`src/rtl/uart_tx_arbiter.sv`:
```
// uart_tx_arbiter
//   Shares a single UART TX serializer between N_REQ byte-stream clients.
//   Ownership is granted round-robin. An owner keeps the transmitter until
//   it sends a byte flagged last, drops its request, hits MAX_BYTES bytes
//   in one grant, or the serializer fails to answer a start pulse.
//
// Ports
//   clk       system clock
//   rst       synchronous active-high reset
//   req       per-client byte-valid
//   req_data  per-client byte, client i at [8*i+7:8*i]
//   req_last  per-client end-of-message flag
//   ack       one-cycle pulse: client's byte was taken
//   grant     one-hot current owner, zero when idle
//   tx_start  one-cycle load strobe to the serializer
//   tx_data   byte for the serializer, valid with tx_start
//   tx_busy   serializer busy
//   fault     sticky: serializer never raised tx_busy after a start
module uart_tx_arbiter #(
   parameter int N_REQ     = 4,
   parameter int MAX_BYTES = 16,
   parameter int BUSY_WAIT = 15
) (
   input  logic               clk,
   input  logic               rst,
   input  logic [N_REQ-1:0]   req,
   input  logic [8*N_REQ-1:0] req_data,
   input  logic [N_REQ-1:0]   req_last,
   output logic [N_REQ-1:0]   ack,
   output logic [N_REQ-1:0]   grant,
   output logic               tx_start,
   output logic [7:0]         tx_data,
   input  logic               tx_busy,
   output logic               fault
);

   localparam int IDX_W  = $clog2(N_REQ);
   localparam int CNT_W  = $clog2(MAX_BYTES + 1);
   localparam int WAIT_W = $clog2(BUSY_WAIT + 1);

   localparam logic [IDX_W-1:0]  IDX_LAST  = IDX_W'(N_REQ - 1);
   localparam logic [CNT_W-1:0]  CNT_MAX   = CNT_W'(MAX_BYTES);
   localparam logic [WAIT_W-1:0] WAIT_LAST = WAIT_W'(BUSY_WAIT - 1);

   typedef enum logic [2:0] {
      IDLE,
      ARB,
      LOAD,
      WBUSY,
      WDONE
   } state_t;

   state_t            state;
   logic [IDX_W-1:0]  ptr;
   logic [IDX_W-1:0]  owner;
   logic [CNT_W-1:0]  byte_cnt;
   logic [WAIT_W-1:0] wait_cnt;
   logic              last_flag;

   logic [7:0]        data_arr [N_REQ];
   logic [IDX_W-1:0]  pick_idx;
   logic [IDX_W-1:0]  sel_idx;
   logic              sel_req;
   logic              sel_last;
   logic [7:0]        sel_data;
   logic              msg_done;
   logic              issue;
   logic              release_now;

   // (base + off) mod N_REQ for off in 0..N_REQ-1
   function automatic logic [IDX_W-1:0] wrap_add(input logic [IDX_W-1:0] base, input int off);
      int s;
      s = int'(base) + off;
      if (s >= N_REQ) s = s - N_REQ;
      return IDX_W'(s);
   endfunction

   always_comb begin
      for (int i = 0; i < N_REQ; i++) data_arr[i] = req_data[8*i +: 8];
   end

   // Round-robin search: scan from the farthest offset down to ptr so the
   // requester closest to ptr (in wrap order) is the one left standing.
   always_comb begin
      // NOTE: every variable gets a default before any conditional write, so no latch is inferred.
      pick_idx = ptr;
      for (int k = N_REQ - 1; k >= 0; k--) begin
         if (req[wrap_add(ptr, k)]) pick_idx = wrap_add(ptr, k);
      end
   end

   // In ARB the candidate is the freshly picked client, otherwise the owner.
   always_comb begin
      sel_idx  = (state == ARB) ? pick_idx : owner;
      sel_req  = req[sel_idx];
      sel_last = req_last[sel_idx];
      sel_data = data_arr[sel_idx];
      msg_done = last_flag || (byte_cnt == CNT_MAX);

      // A byte is launched on the edge that enters LOAD, so tx_start/ack are
      // high during the LOAD cycle itself (IDLE -> ARB -> LOAD = 2 cycles).
      // ARB holds off while the serializer is still shifting a byte that
      // survived a reset.
      issue = ((state == ARB)   && (|req) && !tx_busy) ||
              ((state == WDONE) && !tx_busy && !msg_done && sel_req);

      // LOAD without a launched byte means the owner dropped its request.
      release_now = ((state == LOAD)  && !tx_start) ||
                    ((state == WBUSY) && !tx_busy && (wait_cnt == WAIT_LAST)) ||
                    ((state == WDONE) && !tx_busy && msg_done);
   end

   always_ff @(posedge clk) begin
      if (rst) begin
         state     <= IDLE;
         grant     <= '0;
         ack       <= '0;
         tx_start  <= 1'b0;
         tx_data   <= 8'h00;
         fault     <= 1'b0;
         ptr       <= '0;
         owner     <= '0;
         byte_cnt  <= '0;
         wait_cnt  <= '0;
         last_flag <= 1'b0;
      end else begin
         // NOTE: non-blocking assignments throughout; a later assignment in this
         // block overrides an earlier one, which is how pulses default low and
         // how a release overrides the per-state next-state choice.
         tx_start <= 1'b0;
         ack      <= '0;

         case (state)
            IDLE: begin
               if (|req) state <= ARB;
            end
            ARB: begin
               if (!(|req)) begin
                  state <= IDLE;
               end else if (!tx_busy) begin
                  state <= LOAD;
                  owner <= pick_idx;
                  grant <= N_REQ'(1) << pick_idx;
               end
            end
            LOAD: begin
               state    <= WBUSY;
               wait_cnt <= '0;
            end
            WBUSY: begin
               // tx_busy already high on entry advances immediately.
               if (tx_busy)                     state    <= WDONE;
               else if (wait_cnt == WAIT_LAST)  fault    <= 1'b1;
               else                             wait_cnt <= wait_cnt + WAIT_W'(1);
            end
            WDONE: begin
               if (!tx_busy && !msg_done) state <= LOAD;
            end
            default: state <= IDLE;
         endcase

         if (issue) begin
            tx_start  <= 1'b1;
            tx_data   <= sel_data;
            ack       <= N_REQ'(1) << sel_idx;
            last_flag <= sel_last;
            byte_cnt  <= (state == ARB) ? CNT_W'(1) : byte_cnt + CNT_W'(1);
         end

         // Pointer moves only on release so a streaming owner still yields.
         if (release_now) begin
            state <= IDLE;
            grant <= '0;
            ptr   <= (owner == IDX_LAST) ? '0 : owner + IDX_W'(1);
         end
      end
   end

endmodule

```
`config.mk`:
```
export PLATFORM = sky130hd
export DESIGN_NAME = uart_tx_arbiter
export DESIGN_NICKNAME = d
export VERILOG_FILES = /design/src/rtl/uart_tx_arbiter.sv
export SDC_FILE = /design/constraint.sdc
export NUM_CORES = 1
export LEC_CHECK = 0
export BUFFER_PORTS_ARGS = -buffer_cell sky130_fd_sc_hd__buf_4
export CAP_MARGIN = 40
export CORE_MARGIN = 2
export CORE_UTILIZATION = 45
export DETAILED_ROUTE_END_ITERATION = 7
export GPL_TIMING_DRIVEN = 0
export PLACE_DENSITY = 0.78
export SYNTH_ARGS = -nofsm -noshare
export SYNTH_HDL_FRONTEND = slang
export SYNTH_SLANG_ARGS = --single-unit
export TNS_END_PERCENT = 30
```
`constraint.sdc`:
```
create_clock -name clk -period 3 [get_ports clk]
set_input_delay 0 -clock clk [delete_from_list [all_inputs] [get_ports clk]]
set_output_delay 0 -clock clk [all_outputs]
set_load 0.02 [all_outputs]
```
==> out/qor.yml, run 1 <==
floorplanning:
  pin_count: 61
  start_util: 0.479
  die_w_um: 69.9
  die_area_um2: 4890
  dieHeight_um: 69.9
  core_um2: 4090
  rows: 23
global_routing:
  antenna_found_initial: 0
  grt_pass1_vias: 1832
  grt_max_degree: 11
  grt_first_pass_wirelength_um: 8400
  globalRouteTotalUtil: 0.211
  overflow: 0
cells_and_area:
  layout-drive-gt1-share: 0.260
  final_util: 0.622
  antenna_cells: 0
  final_cell_mix: "buf_4, dfxtp_1, a21oi_1"
  fin_nets: 347
  final_area_um2: 2540
  area_growth_pct: 30.0
  layout_commonest_cell: "buf_4"
placement:
  detailed_place.area_um2: 2460
  globalplace.congestion: 0.893
  dp_hpwl_um: 3670
  port-buffer-count: 59
critical_path:
  required_ns: 3.21
  ff2ff_path_depth: 11
  start_kind: "flop"
  critPathBufInv: 3
  cp_top_family: "simple AND/OR/NAND/NOR gates"
  worst_ep_arrival_time_ns: 2.89
  reg2reg_from: "byte_cnt[0]$_SDFFE_PP0P_"
  reg2reg_setup_slack_ns: 0.32
  cp_common_cell: "a21oi_1"
  path_class: "flop to flop"
  worstPathCellList: "inv_1 -> ha_1 -> nor4bb_1 -> or3_1 -> a21oi_1 -> and2_1 -> clkbuf_2 -> nor3_2 -> buf_2 -> nand2_1 -> a21oi_1"
  endpoint_kind: "flop"
  cp_max_fo: 10
  rr_endpoint: "tx_data[5]$_SDFFE_PP0P_"
  slowest_delay_ns: 0.55
  crit_path_top_delay_cell: "nor4bb_1"
synthesis:
  ys.flop_type: "dfxtp_1"
  postSynthCellCount: 233
  synth_edf_count: 0
  yosysSeqAreaShare: 0.358
  ys_warn_count: 0
  avgSynthCellArea_um2: 8.39
  ys_ff_latch: 35
  synth_cell_types: 47
  synth_fp_nets: 281
  ys_async_sr_fraction: 0
  netlist_area_um2: 1960
clock_network:
  cts_tree: "done"
  holdBufCountCts: 0
  htreeDepth: 2
  path_clk_slew_ns: 0.07
  cts_setup_buffers: 0
  clk_path_buf_depth: 2
  tritoncts.num_buffers: 5
  clock_latency_ns: 0.28
  cts-root-buf: "clkbuf_8"
  postCtsResizedCells: 0
  cts_sinks: 35
timing:
  timing.slew.headroom: 0.484
  finClkSkew_ns: 0.00207
  hold_violations: 0
  fin_crit_sh: 0.893
  clock.fmax_ghz: 0.373
  finalSetupTns_ns: 0
  rsz0062_at_grt: "false"
  drv_slew: 0
  layout_min_cycle_time_ns: 2.68
  worst_slew_pin_slew_ns: 0.767
  setup_viol: 0
routing:
  ant_nets: 0
  drt-pass1-iter-count: 4
  wl_per_cell_um: 14.1
  num_vias: 1896
  drt_wl_total_um: 4940
  route.detailed.drc: 0
  viasPerCell: 5.42
  drt-initial-drc-count: 159
power:
  powerDensity_nw_per_um2: 446
  p_leak_uw: 0.00110
  power.total_uw: 1130
  peakVddDrop_v: 0.000313
worst_hold_path:
  min_delay_path_depth: 3
  hold_start: "tx_busy"
  holdPathEnd: "state[2]$_SDFFE_PP0P_"
  min_path_type: "input pin to flop"
run:
  drv_cap: 0
outcome:
  status: "complete, no violations"
==> cell families after synthesis <==
logic type / share of synthesized area
compound gates: 0.217
xor+xnor: 0.0224
fa+ha+maj: 0.0320
buf+inv: 0.0505
flops: 0.358
mux: 0.0614
simple gates: 0.258
==> area by class of cell <==
class,instances,area [um2]
fill,399,1540
clock inverter,1,5.00
timing repair buffer,59,443
buffer,15,76.3
clock buffer,7,76.3
sequential,35,701
multi-input combinational,177,1160
inverter,6,22.5
tap,50,62.6
==> where the power goes <==
group	switching [uW]	leakage (uW)	internal, uW	total (uW)
Clock	165	0.0000422	163	328
Sequential	16.7	0.000284	488	504
Combinational	166	0.000769	136	303
==> cells in the mapped netlist, drive strengths merged, types with 3 or more instances <==
cell,number,share of area
nand2,20,0.038
nand2b,4,0.013
and3,5,0.016
buf,7,0.023
a211o,10,0.045
dfxtp,35,0.36
nand3,4,0.010
inv,6,0.012
nor2b,15,0.048
or3,3,0.0096
and2,3,0.011
mux2i,12,0.061
xor2,5,0.022
ha,5,0.032
nor3,8,0.026
nor2,21,0.040
clkbuf,8,0.016
a21oi,23,0.059
o21ai,4,0.010
nor4,3,0.0096
a211oi,11,0.049
==> state kept, by name (all words and copies together), names as in the netlist <==
name	count
last_flag	1
state	3
ptr	2
owner	2
fault	1
tx_data	8
ack	4
wait_cnt	4
grant	4
tx_start	1
byte_cnt	5
==> worst reg2reg max path: stages (launching register included) <==
cell      delay (ns)
dfxtp_1         0.33
inv_1           0.10
ha_1            0.14
nor4bb_1        0.55
or3_1           0.31
a21oi_1         0.06
and2_1          0.16
clkbuf_2        0.16
nor3_2          0.30
buf_2           0.30
nand2_1         0.08
a21oi_1         0.12
==> stage by stage <==
step | cells | hold WS (ns) | worst slack (ns)
after CTS | 350 | 0.0325 | 0.328
after global routing | 350 | 0.0336 | 0.0659
after detailed placement | 342 | 0.330 | 0.347
after floorplan | 233 | 0.155 | 0.661
after global placement | 342 | 0.320 | 0.393
final | 350 | 0.0338 | 0.322
==> per-layer routing <==
layer,GRT usage,vias to the layer above,share of wire
li1,-,963,-
met3,0.0491,8,0.049
met2,0.340,51,0.48
met1,0.277,874,0.45
met5,0,-,0
met4,0.0726,0,0.015
==> worst max path at each step <==
stage | from | endpoint | slack [ns] | cells after the start
3_3_place_gp | byte_cnt[0]$_SDFFE_PP0P_ | tx_data[4]$_SDFFE_PP0P_ | 0.39 | 11
4_1_cts | byte_cnt[0]$_SDFFE_PP0P_ | tx_data[5]$_SDFFE_PP0P_ | 0.33 | 11
2_1_floorplan | state[0]$_SDFFE_PP0P_ | last_flag$_SDFFE_PP0P_ | 0.66 | 10
3_5_place_dp | byte_cnt[0]$_SDFFE_PP0P_ | tx_data[4]$_SDFFE_PP0P_ | 0.35 | 11
5_1_grt | byte_cnt[0]$_SDFFE_PP0P_ | byte_cnt[1]$_SDFFE_PP0P_ | 0.07 | 11
6_report | byte_cnt[0]$_SDFFE_PP0P_ | tx_data[5]$_SDFFE_PP0P_ | 0.32 | 11
Note: power is estimated with default switching activity, not from simulation.
==> run 2, diff against run 1 <==
- PLACE_DENSITY: 0.78 -> 0.72
==> out/qor.yml, run 2 (synthesis gave the netlist of run 1 again) <==
clock_network:
  tritoncts.num_buffers: 5  # unchanged
  cts_setup_buffers: 0  # unchanged
  cts_sinks: 35  # unchanged
  htreeDepth: 2  # unchanged
  path_clk_slew_ns: 0.07  # about the same
  cts_tree: "done"
  holdBufCountCts: 0  # unchanged
  postCtsResizedCells: 0  # unchanged
  clock_latency_ns: 0.28  # about the same
  cts-root-buf: "clkbuf_8"
  clk_path_buf_depth: 2  # unchanged
floorplanning:
  pin_count: 61  # unchanged
  die_w_um: 69.9  # unchanged
  start_util: 0.479  # unchanged
  core_um2: 4090  # unchanged
  dieHeight_um: 69.9  # unchanged
  rows: 23  # unchanged
  die_area_um2: 4890  # unchanged
global_routing:
  antenna_found_initial: 0  # unchanged
  overflow: 0  # unchanged
  globalRouteTotalUtil: 0.203  # -0.00779
  grt_first_pass_wirelength_um: 8120  # -3.3%
  grt_pass1_vias: 1763  # -3.8%
  grt_max_degree: 11  # unchanged
timing:
  fin_hold_ws_ns: 0.0424  # +0.00857 ns
  finalSetupTns_ns: 0  # unchanged
  fin_crit_sh: 0.917  # +0.0240
  finClkSkew_ns: 0.00973  # +0.00766 ns
  layout_min_cycle_time_ns: 2.75  # +0.0721 ns
  clock.fmax_ghz: 0.364  # -2.6%
  setup_viol: 0  # unchanged
  hold_violations: 0  # unchanged
  rsz0062_at_grt: "false"
  timing.slew.headroom: 0.487  # +0.00293
  worst_slew_pin_slew_ns: 0.763  # -0.00436 ns
  drv_slew: 0  # unchanged
routing:
  drt_wl_total_um: 4850  # -1.8%
  ant_nets: 0  # unchanged
  route.detailed.drc: 0  # unchanged
  wl_per_cell_um: 13.9  # -1.6%
  num_vias: 1916  # +1.1%
  drt-pass1-iter-count: 5  # +1
  viasPerCell: 5.49  # +1.3%
  drt-initial-drc-count: 82  # -48%
cells_and_area:
  layout_commonest_cell: "buf_4"
  multi_input_area_um2: 1160  # unchanged
  antenna_cells: 0  # unchanged
  seq_area_um2: 701  # unchanged
  layout-drive-gt1-share: 0.264  # +0.00421
  fin_nets: 347  # unchanged
  area_growth_pct: 30.3
  reg_top3: "tx_data x8, byte_cnt x5"
  final_cell_mix: "buf_4, dfxtp_1, a21oi_1"
  largest_reg_flops: 8  # unchanged
  top_register: "tx_data"
  n_fill_cell: 392  # -1.8%
power:
  peakVddDrop_v: 0.000251  # -20%
  p_leak_uw: 0.00110  # +0.44%
  powerDensity_nw_per_um2: 450  # +0.86%
  power.total_uw: 1150  # +1.1%
placement:
  globalplace.congestion: 0.801  # -10%
  dp_hpwl_um: 3680  # +0.30%
  port-buffer-count: 59  # unchanged
critical_path:
  cp_max_fo: 10  # unchanged
  required_ns: 3.20  # about the same
  path_class: "flop to flop"
  endpoint_kind: "flop"
  worst_ep_arrival_time_ns: 2.95  # +0.06 ns
  start_kind: "flop"
worst_hold_path:
  min_path_type: "input pin to flop"
run:
  drv_cap: 0  # unchanged
outcome:
  status: "complete, no violations"
[run 2: power by group]
part / switching [uW] / internal (uW) / total, uW
combinational: 167 / 137 / 304
sequential: 15.9 / 488 / 503
clock: 160 / 180 / 340
[run 2: path summary, 6_finish.rpt]
kind | cells past startpoint | slack, ns | endpoint | startpoint
min | 3 | 0.04 | state[2]$_SDFFE_PP0P_ | tx_busy
max | 11 | 0.25 | last_flag$_SDFFE_PP0P_ | byte_cnt[0]$_SDFFE_PP0P_
max reg2reg | 11 | 0.25 | last_flag$_SDFFE_PP0P_ | byte_cnt[0]$_SDFFE_PP0P_
min reg2reg | 2 | 0.45 | fault$_SDFFE_PP0P_ | fault$_SDFFE_PP0P_
[run 2: worst max-delay path: stages, from the launching register on]
cell and delay (ns):
dfxtp_1 0.33, inv_1 0.10, ha_1 0.14, nor4bb_1 0.58
or3_1 0.31, a21oi_1 0.06, and2_1 0.15, clkbuf_2 0.14
nor3_2 0.31, buf_2 0.31, nand2_1 0.09, a21oi_1 0.14
[run 2: cell type report]
| type | instances | share of cell area |
|---|---|---|
| Multi-Input combinational cell | 177 | 0.454 |
| Timing Repair Buffer | 59 | 0.174 |
| Clock buffer | 6 | 0.0324 |
| Sequential cell | 35 | 0.275 |
| Inverter | 6 | 0.00884 |
| Tap cell | 50 | 0.0245 |
| Clock inverter | 1 | 0.00196 |
| Buffer | 15 | 0.0299 |
[run 2: through the flow]
stage,util,area (um2),instances,setup slack [ns]
after floorplan,-,1960,233,0.661
after CTS,0.624,2550,349,0.261
final,0.624,2550,349,0.250
after detailed placement,0.602,2460,342,0.326
after global placement,0.602,2460,342,0.350
after global routing,0.624,2550,349,0.0331
[run 2: routing by layer]
metal	routed length (um)	GRT usage	up-vias
met5	0	0	-
met4	26	0.0449	0
met3	248	0.0433	2
met2	2340	0.325	44
met1	2230	0.282	901
li1	-	-	969
==> run 3, diff against run 2 <==
- BUFFER_PORTS_ARGS: -buffer_cell sky130_fd_sc_hd__buf_4 -> -buffer_cell sky130_fd_sc_hd__buf_2
==> out/qor.yml, run 3 (synthesis gave the netlist of run 1 again) <==
outcome:
  status: "complete, no violations"
clock_network:
  clk_path_buf_depth: 2  # unchanged
  cts_tree: "done"
  path_clk_slew_ns: 0.08  # about the same
  cts-root-buf: "clkbuf_8"
  clock_latency_ns: 0.29  # about the same
  holdBufCountCts: 0  # unchanged
  cts_sinks: 35  # unchanged
  htreeDepth: 2  # unchanged
  cts_setup_buffers: 0  # unchanged
  postCtsResizedCells: 0  # unchanged
  tritoncts.num_buffers: 5  # unchanged
timing:
  fin_hold_ws_ns: 0.0726  # +0.0302 ns
  rsz0062_at_grt: "false"
  finalSetupTns_ns: 0  # unchanged
  worst_slew_pin_slew_ns: 0.775  # +0.0122 ns
  drv_slew: 0  # unchanged
  finClkSkew_ns: 0.00699  # -0.00274 ns
  clock.fmax_ghz: 0.367  # +0.85%
  setup_viol: 0  # unchanged
  hold_violations: 0  # unchanged
  fin_crit_sh: 0.909  # -0.00771
  layout_min_cycle_time_ns: 2.73  # -0.0231 ns
  timing.slew.headroom: 0.478  # -0.00822
critical_path:
  start_kind: "flop"
  worst_ep_arrival_time_ns: 2.95  # about the same
  required_ns: 3.22  # +0.02 ns
  path_class: "flop to flop"
  endpoint_kind: "flop"
  cp_max_fo: 10  # unchanged
cells_and_area:
  layout-drive-gt1-share: 0.267  # +0.00245
  n_fill_cell: 388  # -1.0%
  largest_reg_flops: 8  # unchanged
  reg_top3: "tx_data x8, byte_cnt x5"
  fin_nets: 347  # unchanged
  final_util: 0.592  # -0.0322
  top_register: "tx_data"
  layout_commonest_cell: "buf_2"
  final_area_um2: 2420  # -5.2%
  area_growth_pct: 23.6
  final_cell_mix: "buf_2, dfxtp_1, a21oi_1"
  antenna_cells: 0  # unchanged
power:
  peakVddDrop_v: 0.000242  # -3.5%
  powerDensity_nw_per_um2: 484  # +7.4%
  p_leak_uw: 0.00107  # -2.8%
floorplanning:
  die_area_um2: 4890  # unchanged
  dieHeight_um: 69.9  # unchanged
  rows: 23  # unchanged
  pin_count: 61  # unchanged
  die_w_um: 69.9  # unchanged
  core_um2: 4090  # unchanged
  start_util: 0.479  # unchanged
worst_hold_path:
  min_path_type: "input pin to flop"
global_routing:
  grt_max_degree: 12  # +1
  antenna_found_initial: 0  # unchanged
  grt_pass1_vias: 1761  # -0.11%
  globalRouteTotalUtil: 0.203  # unchanged
  grt_first_pass_wirelength_um: 8110  # about the same
  overflow: 0  # unchanged
placement:
  dp_hpwl_um: 3570  # -3.1%
  port-buffer-count: 59  # unchanged
  globalplace.congestion: 0.876  # +9.3%
  detailed_place.area_um2: 2310  # -6.0%
routing:
  drt-pass1-iter-count: 4  # -1
  route.detailed.drc: 0  # unchanged
  drt-initial-drc-count: 76  # -7.3%
  num_vias: 1903  # -0.68%
  drt_wl_total_um: 4750  # -2.0%
  viasPerCell: 5.44  # -0.96%
  ant_nets: 0  # unchanged
  wl_per_cell_um: 13.6  # -2.3%
run:
  drv_cap: 0  # unchanged
-- run 3: cell types whose count changed in the layout (fill, tap and decap cells not counted), sizes merged --
cell and delta:
clkinvlp +1, clkinv -1, clkbuf +1
-- run 3: per-layer routing --
layer | global-route usage | share of wire | vias to the layer above
met2 | 0.328 | 0.47 | 40
met4 | 0.0876 | 0.020 | 0
met3 | 0.0404 | 0.038 | 9
li1 | - | - | 968
met5 | 0 | 0 | -
met1 | 0.263 | 0.47 | 886
-- run 3: worst max-delay path, cell delays in order (launching register included) --
cell and delay, ns:
dfxtp_1 0.32, inv_1 0.09, ha_1 0.14, nor4bb_1 0.56, or3_1 0.32, a21oi_1 0.06
and2_1 0.15, clkbuf_2 0.15, nor3_2 0.32, buf_2 0.31, nand2_1 0.08, a21oi_1 0.14
-- run 3: final cells by class --
class	instances	area [um2]	area share
flip-flops and latches	35	701	0.290
multi-input cells	177	1160	0.478
plain buffers	15	76.3	0.0316
clock buffers	7	96.3	0.0399
clock inverters	1	7.51	0.00311
well taps	50	62.6	0.0259
inverters	6	22.5	0.00932
repair buffers	59	295	0.122
-- run 3: report_power, final --
group	internal (uW)	switching [uW]	total, uW
logic	114	165	279
registers	487	14.6	502
clock network	209	179	388
total	811	358	1170
-- run 3: through the flow --
stage               std cells  power [uW]  worst slack (ns)
floorplan                 233         705             0.661
global placement          342         787             0.394
detailed placement        342         790             0.337
CTS                       350        1180             0.311
global route              350        1230            0.0416
finish                    350        1170             0.273
-- run 3: worst paths after layout --
path                                 start                      end  slack, ns  cells after the start
setup / recovery  byte_cnt[0]$_SDFFE_PP0P_  tx_data[0]$_SDFFE_PP0P_       0.27                     11
hold / removal                         rst        ack[1]$_SDFF_PP0_       0.07                      2
setup reg to reg  byte_cnt[0]$_SDFFE_PP0P_  tx_data[0]$_SDFFE_PP0P_       0.27                     11
hold reg to reg      grant[2]$_SDFFE_PP0P_    grant[2]$_SDFFE_PP0P_       0.45                      2
